===== config.mk =====
export PLATFORM = sky130hd
export DESIGN_NAME = mcu_status_rx
export DESIGN_NICKNAME = d
export VERILOG_FILES = /design/src/rtl/mcu_status_rx.sv
export SDC_FILE = /design/constraint.sdc
export NUM_CORES = 1
export LEC_CHECK = 0
export ABC_CLOCK_PERIOD_IN_PS = 4200
export BUFFER_PORTS_ARGS = -buffer_cell sky130_fd_sc_hd__buf_2
export CAP_MARGIN = 5
export CORE_UTILIZATION = 25
export DETAILED_ROUTE_END_ITERATION = 8
export PLACE_DENSITY = 0.48
export SLEW_MARGIN = 15
export SYNTH_ARGS = -nofsm -noshare
export SYNTH_HDL_FRONTEND = slang
export SYNTH_SLANG_ARGS = --single-unit

===== constraint.sdc =====
create_clock -name clk -period 4.2 [get_ports clk]
set_input_delay 0.84 -clock clk [delete_from_list [all_inputs] [get_ports clk]]
set_output_delay 0.84 -clock clk [all_outputs]
set_load 0.005 [all_outputs]

===== src/rtl/mcu_status_rx.sv =====
// mcu_status_rx: 8N1 UART receiver for the MCU return line.
// It checks framing, decodes the MCU acknowledge byte and tracks the
// power-up reply window. That window produces the update_flag level and
// the status_valid / status_timeout events.
module mcu_status_rx #(
  parameter int CLKS_PER_BIT = 434,
  parameter int TIMEOUT_CLKS = 5_000_000
) (
  input  logic       clk,
  input  logic       rst,
  input  logic       mcu_rx,
  input  logic       systerm_power_up,
  output logic [7:0] rx_byte,
  output logic       rx_byte_en,
  output logic       frame_err,
  output logic       update_flag,
  output logic       status_valid,
  output logic       status_timeout,
  output logic       mcu_ack
);

  localparam int CNT_W = (CLKS_PER_BIT > 1) ? $clog2(CLKS_PER_BIT) : 1;
  localparam int HALF  = CLKS_PER_BIT / 2;
  localparam logic [CNT_W-1:0] HALF_LAST = CNT_W'(HALF - 1);
  localparam logic [CNT_W-1:0] BIT_LAST  = CNT_W'(CLKS_PER_BIT - 1);
  localparam logic [23:0]      TMO_LAST  = 24'(TIMEOUT_CLKS - 1);

  localparam logic [2:0] S_IDLE  = 3'd0;
  localparam logic [2:0] S_START = 3'd1;
  localparam logic [2:0] S_DATA  = 3'd2;
  localparam logic [2:0] S_STOP  = 3'd3;
  localparam logic [2:0] S_BREAK = 3'd4;

  localparam logic W_OFF   = 1'b0;
  localparam logic W_ARMED = 1'b1;

  logic             rx_meta_q, rx_s_q;
  logic [2:0]       st_q, st_d;
  logic [CNT_W-1:0] cnt_q, cnt_d;
  logic [2:0]       idx_q, idx_d;
  logic [7:0]       sh_q, sh_d;
  logic [7:0]       rx_byte_q, rx_byte_d;
  logic             byte_en_q, byte_en_d;
  logic             ferr_q, ferr_d;

  logic             pu_q;
  logic             win_q, win_d;
  logic [23:0]      tmr_q, tmr_d;
  logic             flag_q, flag_d;
  logic             sv_q, sv_d;
  logic             to_q, to_d;
  logic             ack_q, ack_d;
  logic             rise;
  logic             reply;

  // Two-flop synchroniser; it resets to the idle (high) line level.
  always_ff @(posedge clk) begin
    if (rst) begin
      rx_meta_q <= 1'b1;
      rx_s_q    <= 1'b1;
    end else begin
      rx_meta_q <= mcu_rx;
      rx_s_q    <= rx_meta_q;
    end
  end

  // Receiver FSM: mid-bit sampling that counts from the start-bit edge.
  always_comb begin
    st_d      = st_q;
    cnt_d     = cnt_q + 1'b1;
    idx_d     = idx_q;
    sh_d      = sh_q;
    rx_byte_d = rx_byte_q;
    byte_en_d = 1'b0;
    ferr_d    = 1'b0;
    case (st_q)
      S_IDLE: begin
        cnt_d = '0;
        if (!rx_s_q) st_d = S_START;
      end
      S_START: begin
        if (cnt_q == HALF_LAST) begin
          cnt_d = '0;
          if (rx_s_q) begin
            st_d = S_IDLE;
          end else begin
            st_d  = S_DATA;
            idx_d = 3'd0;
          end
        end
      end
      S_DATA: begin
        if (cnt_q == BIT_LAST) begin
          cnt_d = '0;
          sh_d  = {rx_s_q, sh_q[7:1]};
          if (idx_q == 3'd7) st_d = S_STOP;
          else               idx_d = idx_q + 3'd1;
        end
      end
      S_STOP: begin
        if (cnt_q == BIT_LAST) begin
          cnt_d = '0;
          if (rx_s_q) begin
            rx_byte_d = sh_q;
            byte_en_d = 1'b1;
            st_d      = S_IDLE;
          end else begin
            ferr_d = 1'b1;
            st_d   = S_BREAK;
          end
        end
      end
      S_BREAK: begin
        cnt_d = '0;
        if (rx_s_q) st_d = S_IDLE;
      end
      default: st_d = S_IDLE;
    endcase
  end

  // Receiver control state and its registered byte/pulse outputs.
  always_ff @(posedge clk) begin
    if (rst) begin
      st_q      <= S_IDLE;
      rx_byte_q <= 8'h00;
      byte_en_q <= 1'b0;
      ferr_q    <= 1'b0;
    end else begin
      st_q      <= st_d;
      rx_byte_q <= rx_byte_d;
      byte_en_q <= byte_en_d;
      ferr_q    <= ferr_d;
    end
  end

  // Bit timing counter, bit index and shift register. These are qualified by
  // the FSM state, so they need no reset.
  always_ff @(posedge clk) begin
    cnt_q <= cnt_d;
    idx_q <= idx_d;
    sh_q  <= sh_d;
  end

  assign rise  = systerm_power_up & ~pu_q;
  assign reply = byte_en_q && (win_q == W_ARMED) &&
                 ((rx_byte_q == 8'h5A) || (rx_byte_q == 8'hA5));

  // Reply window and byte decode. A reply beats a same-cycle timeout, and
  // a power-up edge re-arms the window after any same-cycle resolution.
  always_comb begin
    win_d  = win_q;
    tmr_d  = tmr_q;
    flag_d = flag_q;
    sv_d   = 1'b0;
    to_d   = 1'b0;
    ack_d  = byte_en_q && (rx_byte_q == 8'h06);
    if (win_q == W_ARMED) begin
      tmr_d = tmr_q + 24'd1;
      if (reply) begin
        flag_d = (rx_byte_q == 8'h5A);
        sv_d   = 1'b1;
        win_d  = W_OFF;
      end else if (tmr_q == TMO_LAST) begin
        flag_d = 1'b0;
        to_d   = 1'b1;
        win_d  = W_OFF;
      end
    end
    if (rise) begin
      win_d = W_ARMED;
      tmr_d = 24'd0;
    end
  end

  // Window control state and the registered status outputs.
  always_ff @(posedge clk) begin
    if (rst) begin
      pu_q   <= 1'b0;
      win_q  <= W_OFF;
      flag_q <= 1'b0;
      sv_q   <= 1'b0;
      to_q   <= 1'b0;
      ack_q  <= 1'b0;
    end else begin
      pu_q   <= systerm_power_up;
      win_q  <= win_d;
      flag_q <= flag_d;
      sv_q   <= sv_d;
      to_q   <= to_d;
      ack_q  <= ack_d;
    end
  end

  // The window timer only counts while armed and is cleared on arming.
  always_ff @(posedge clk) begin
    tmr_q <= tmr_d;
  end

  assign rx_byte        = rx_byte_q;
  assign rx_byte_en     = byte_en_q;
  assign frame_err      = ferr_q;
  assign update_flag    = flag_q;
  assign status_valid   = sv_q;
  assign status_timeout = to_q;
  assign mcu_ack        = ack_q;

endmodule


==> results.toml, run 1 <==
[pwr]
power.total_mw = 1.43
p_leak_nw = 1.19
irDropWorstVdd_uv = 231
power.density_nw_per_um2 = 414

[logic_synthesis]
syn_nets = 315
syn_area_um2 = 2950
syn_inst = 305
ys_types = 57
synth_top_area_share_pct = 36.6
synthArstFlopShare_pct = 0
ys_seq_area_share_pct = 47.8
postSynthAreaPerCell_um2 = 9.69
synth-main-ff-cell = "dfxtp_1"
synth_common_cells = "dfxtp_1, nor2_1, nand2_1, nor3_1, nand3_1"
yosysMostFrequentCell = "dfxtp_1"
yosys.area.top_type = "dfxtp_1"
ys_top_cells_by_area = "dfxtp_1, edfxtp_1, nor2_1"
yosys_register_bits = 65
ys_warn_count = 0
synth_edf_count = 11

[worst_setup_path]
cp_num_buf_inv = 1
critical_path.max_fanout = 7
crit_family = "compound AO/OA/AOI/OAI gates"
path_class = "reg2reg"
start_kind = "register"
critPathRequiredTime_ns = 4.17
cp-end-kind = "register"
worstPathCellList = "inv_1 > ha_1 > nand2_1 > nor4_1 > a31oi_1 > a211oi_1"
cp_slowest_cell = "a211oi_1"
critical_path_arrival_ns = 2.01
cpPeakStageDelay_ns = 0.47

[detailed_routing]
route.detailed.drc = 0
drt_first_pass_iters = 4
first_iter_violations = 49
wl_per_cell_um = 13.5
vias_per_cell = 4.94
routed_wl_um = 6340
vias = 2320
ant_nets = 0

[run]
cap_violations = 0

[die]
die_y_um = 111
die_area_um2 = 12300
core_um2 = 11500
io_pins = 18
initial_core_util_pct = 25.8
die_w_um = 111
rows = 39

[cells_and_area]
regArea_um2 = 1410
finalNonFillerCells = 470
area_growth_pct = 16.6
fill_cells = 1203
drive_gt1_share_pct = 13.1
design_area_um2 = 3440
diodes = 0
multi_input_area_um2 = 1430
nets = 332
final_util_pct = 30.0

[sta]
finalSetupViolations = 0
fin_crit_sh_pct = 48.6
fmax_ghz = 0.490
fin_worst_hold_slack_ns = 0.407
clock_skew_ns = 0.00493
maxSlewViolCount = 0
fin_crit_ns = 2.04
grt_setup_unrepaired = "no"
setup_tns_ns = 0
fin_ws_ns = 2.16
timing.final.hold_violations = 0
max_slew_margin_pct = 44.0
tightestPinTransition_ns = 0.838

[clocking]
cts_root_buf = "clkbuf_16"
postCtsSetupBuffers = 0
clock_sinks = 65
clkSlewWorstSetupHoldPaths_ns = 0.06
cts_buffer_depth = 2
ctsResizeCount = 0
clk_latency_ns = 0.33
cts_hold_buffers = 0
cts_buffers = 9
ctsHtreeMaxLevel = 3
cts_tree = "built"

[place]
place_area_um2 = 3150
port_buffers = 17
place_hpwl_um = 4410
pre_cts_ws_ns = 1.92
gp_congestion = 0.814
dp_cells = 454

[grt]
grt-ovfl-total = 0
grt.total_usage_pct = 11.3
grt_pass1_vias = 2223
grt_max_degree = 20
antenna_found_initial = 0
grt_pass1_wl_um = 11100

[outcome]
status = "finished clean"

[worst_hold_path]
hp-class = "reg2reg"
logic make-up after synthesis:
kind of cell	Yosys count	share of synthesized area (%)
xor gates and xnor gates	18	5.34
and+or+nand+nor	150	29.4
muxes	9	3.05
AOI/OAI and AO/OA	36	8.17
DFF	65	47.8
adders and majority gates	6	2.54
buffers and inverters	21	3.73
worst reg2reg max path: cells and delay by family, from the launching register on:
kind | cells | cell delay [ns]
compound gates | 2 | 0.61
simple gates | 2 | 0.48
flops | 1 | 0.37
fa+ha+maj | 1 | 0.13
buf+inv | 1 | 0.08
power by group:
part / switching, mW / total [mW] / internal (mW)
Clock: 0.284 / 0.745 / 0.461
Sequential: 0.0123 / 0.652 / 0.640
Combinational: 0.0172 / 0.0294 / 0.0122
routing by layer:
metal	wire length [um]	GRT usage (%)	vias to the layer above	part of all wire, %
met3	206	4.43	5	3.2
met1	3090	14.3	1125	49
met4	65	3.20	0	1.0
met2	2980	17.6	19	47
li1	-	-	1171	-
met5	0	0	-	0
worst paths after layout:
path	depth (start not counted)	slack [ns]	endpoint	start
max	6	2.16	idx_q[1]$_SDFFCE_PP0P_	cnt_q[0]$_DFF_P_
min	1	0.41	rx_s_q$_SDFF_PP1_	rx_meta_q$_SDFF_PP1_
max reg2reg	6	2.16	idx_q[1]$_SDFFCE_PP0P_	cnt_q[0]$_DFF_P_
min reg2reg	1	0.41	rx_s_q$_SDFF_PP1_	rx_meta_q$_SDFF_PP1_
cell usage in the layout, fill, tap and decap left out, drive strengths merged, types with 5 or more instances in the layout:
cell type / netlist / final
xnor2: 8 / 8
nand2: 19 / 19
clkbuf: 8 / 10
mux2i: 9 / 9
ha: 6 / 6
or4: 8 / 8
or3: 6 / 6
nor3: 19 / 19
nor4b: 7 / 7
dfxtp: 54 / 54
buf: 4 / 18
edfxtp: 11 / 11
a21oi: 11 / 11
inv: 9 / 11
nand4: 12 / 12
nor2: 29 / 29
o31ai: 6 / 6
nand3: 16 / 16
nor4: 5 / 5
xor2: 10 / 10
registers in the layout, summed over array words and instances, names as in the netlist:
register        cells
tmr_q              24
cnt_q               9
rx_byte             8
sh_q                8
idx_q               3
st_q                3
frame_err           1
mcu_ack             1
pu_q                1
rx_byte_en          1
rx_meta_q           1
rx_s_q              1
status_timeout      1
status_valid        1
update_flag         1
win_q               1
final cells by class:
cell class | instances | area share [%]
multi-input combinational | 219 | 41.6
inverter | 9 | 0.981
timing repair buffer | 18 | 2.69
clock inverter | 6 | 1.93
clock buffer | 10 | 6.65
tap | 143 | 5.19
sequential | 65 | 41.0
Power figures use the tool's default switching activity.
==> run 2, diff against run 1 <==
- ABC_CLOCK_PERIOD_IN_PS: 4200 -> 2000
- clock period: 4.2 -> 2 ns (I/O delays scaled with it)
==> results.toml, run 2 (same netlist as run 1, synthesis figures left out) <==
[grt]
antenna_found_initial = 0
grt_pass1_vias = 2340
grt.total_usage_pct = 11.1
grt-ovfl-total = 0
grt_pass1_wl_um = 11000
grt_max_degree = 20

[die]
core_um2 = 11500
rows = 39
die_y_um = 111
die_w_um = 111
initial_core_util_pct = 25.8
io_pins = 18
die_area_um2 = 12300

[cells_and_area]
diodes = 0
top_regs = "tmr_q: 24 flops, cnt_q: 9 flops"
fill_cells = 1194
design_area_um2 = 3560
nets = 347
drive_gt1_share_pct = 17.3
final_util_pct = 31.1
largest_reg_flops = 24
final_cell_mix = "dfxtp_1, nor2_1, nand2_1, nor3_1, buf_2"
regArea_um2 = 1410
area_growth_pct = 20.5
multi_input_area_um2 = 1440
final_common_cell = "dfxtp_1"
largest_register = "tmr_q"

[sta]
clock_skew_ns = 0.00797
fin_crit_sh_pct = 94.2
tightestPinTransition_ns = 0.598
timing.final.hold_violations = 0
grt_setup_unrepaired = "no"
fin_crit_ns = 1.88
fin_worst_hold_slack_ns = 0.242
maxSlewViolCount = 0
max_slew_margin_pct = 60.0
setup_tns_ns = 0
finalSetupViolations = 0
fin_ws_ns = 0.117
fmax_ghz = 0.531

[clocking]
clk_latency_ns = 0.33
cts_tree = "built"
cts_buffer_depth = 2
cts_hold_buffers = 0
clkSlewWorstSetupHoldPaths_ns = 0.06
cts_root_buf = "clkbuf_16"
clock_sinks = 65
cts_buffers = 9
ctsHtreeMaxLevel = 3

[worst_setup_path]
path_class = "reg2reg"
cpPeakStageDelay_ns = 0.52
cp_slowest_cell = "or4_1"
cp-end-kind = "register"
critPathRequiredTime_ns = 2.25
crit_family = "simple AND/OR/NAND/NOR gates"
worstPathCellList = "nand4_4 > or3_4 > or4_1 > a21oi_1"
critical_path.max_fanout = 15
cp_num_buf_inv = 0
start_kind = "register"
critical_path_arrival_ns = 2.14

[pwr]
switching_power_mw = 0.651
power.density_nw_per_um2 = 841
swShare_pct = 21.7
irDropWorstVdd_uv = 492
p_seq_share_pct = 45.5
p_leak_nw = 1.26
p_clk_share_pct = 51.9
p_comb_share_pct = 2.5
intPower_mw = 2.34

[worst_hold_path]
hp-class = "in2reg"

[place]
place_hpwl_um = 4450
gp_congestion = 0.785
place_area_um2 = 3260
port_buffers = 17
pre_cts_ws_ns = 0.103

[detailed_routing]
route.detailed.drc = 0
vias = 2352
wl_per_cell_um = 12.9
drt_first_pass_iters = 4
first_iter_violations = 69
vias_per_cell = 4.85
ant_nets = 0
routed_wl_um = 6250

[outcome]
status = "finished clean"

[run]
cap_violations = 0
run 2: changes by cell type in the layout (fill, tap and decap cells not counted), sizes merged:
cell  previous run  this run
buf             18        33
run 2: cell type report:
class                           count  share of cell area (%)
Timing Repair Buffer               33                    5.76
Clock buffer                       10                    6.43
Clock inverter                      6                    1.83
Tap cell                          143                    5.02
Inverter                            9                   0.949
Multi-Input combinational cell    219                    40.4
Sequential cell                    65                    39.6
run 2: worst paths after layout:
kind	cells after the start	slack [ns]	end	from
min reg2reg	1	0.41	rx_s_q$_SDFF_PP1_	rx_meta_q$_SDFF_PP1_
min	2	0.24	rx_meta_q$_SDFF_PP1_	mcu_rx
max reg2reg	4	0.12	tmr_q[15]$_SDFFE_PP0P_	tmr_q[7]$_SDFFE_PP0P_
max	4	0.12	tmr_q[15]$_SDFFE_PP0P_	tmr_q[7]$_SDFFE_PP0P_
run 2: routing by layer:
metal / routed length, um / global-route usage, % / up-vias
met5: 0 / 0 / -
met4: 114 / 5.33 / 0
met3: 179 / 2.62 / 13
met2: 3020 / 18.7 / 34
met1: 2940 / 13.4 / 1112
li1: - / - / 1193
run 2: power by group through the flow:
| stage | clock network, mW | logic (mW) | registers, mW |
|---|---|---|---|
| after global routing | 1.66 | 0.0861 | 1.37 |
| after floorplan | 0 | 0.0556 | 1.39 |
| after CTS | 1.61 | 0.0772 | 1.36 |
| after detailed placement | 0 | 0.0769 | 1.39 |
| after global placement | 0 | 0.0755 | 1.39 |
| final | 1.56 | 0.0755 | 1.36 |
run 2: per-stage QoR:
stage	instances	power [mW]
after floorplan	305	1.44
after global placement	469	1.47
after detailed placement	469	1.47
after CTS	485	3.05
after global routing	485	3.12
final	485	3.00
run 2: worst register-to-register path: stages (launching register included):
cell and delay (ns):
dfxtp_1 0.47, nand4_4 0.17, or3_4 0.48, or4_1 0.52, a21oi_1 0.17
run 2: timing repair:
action,in CTS,in global routing
setup endpoints to repair,0,3
gates resized for setup,0,1
buffers inserted,0,0
endpoints found under the hold margin,0,0
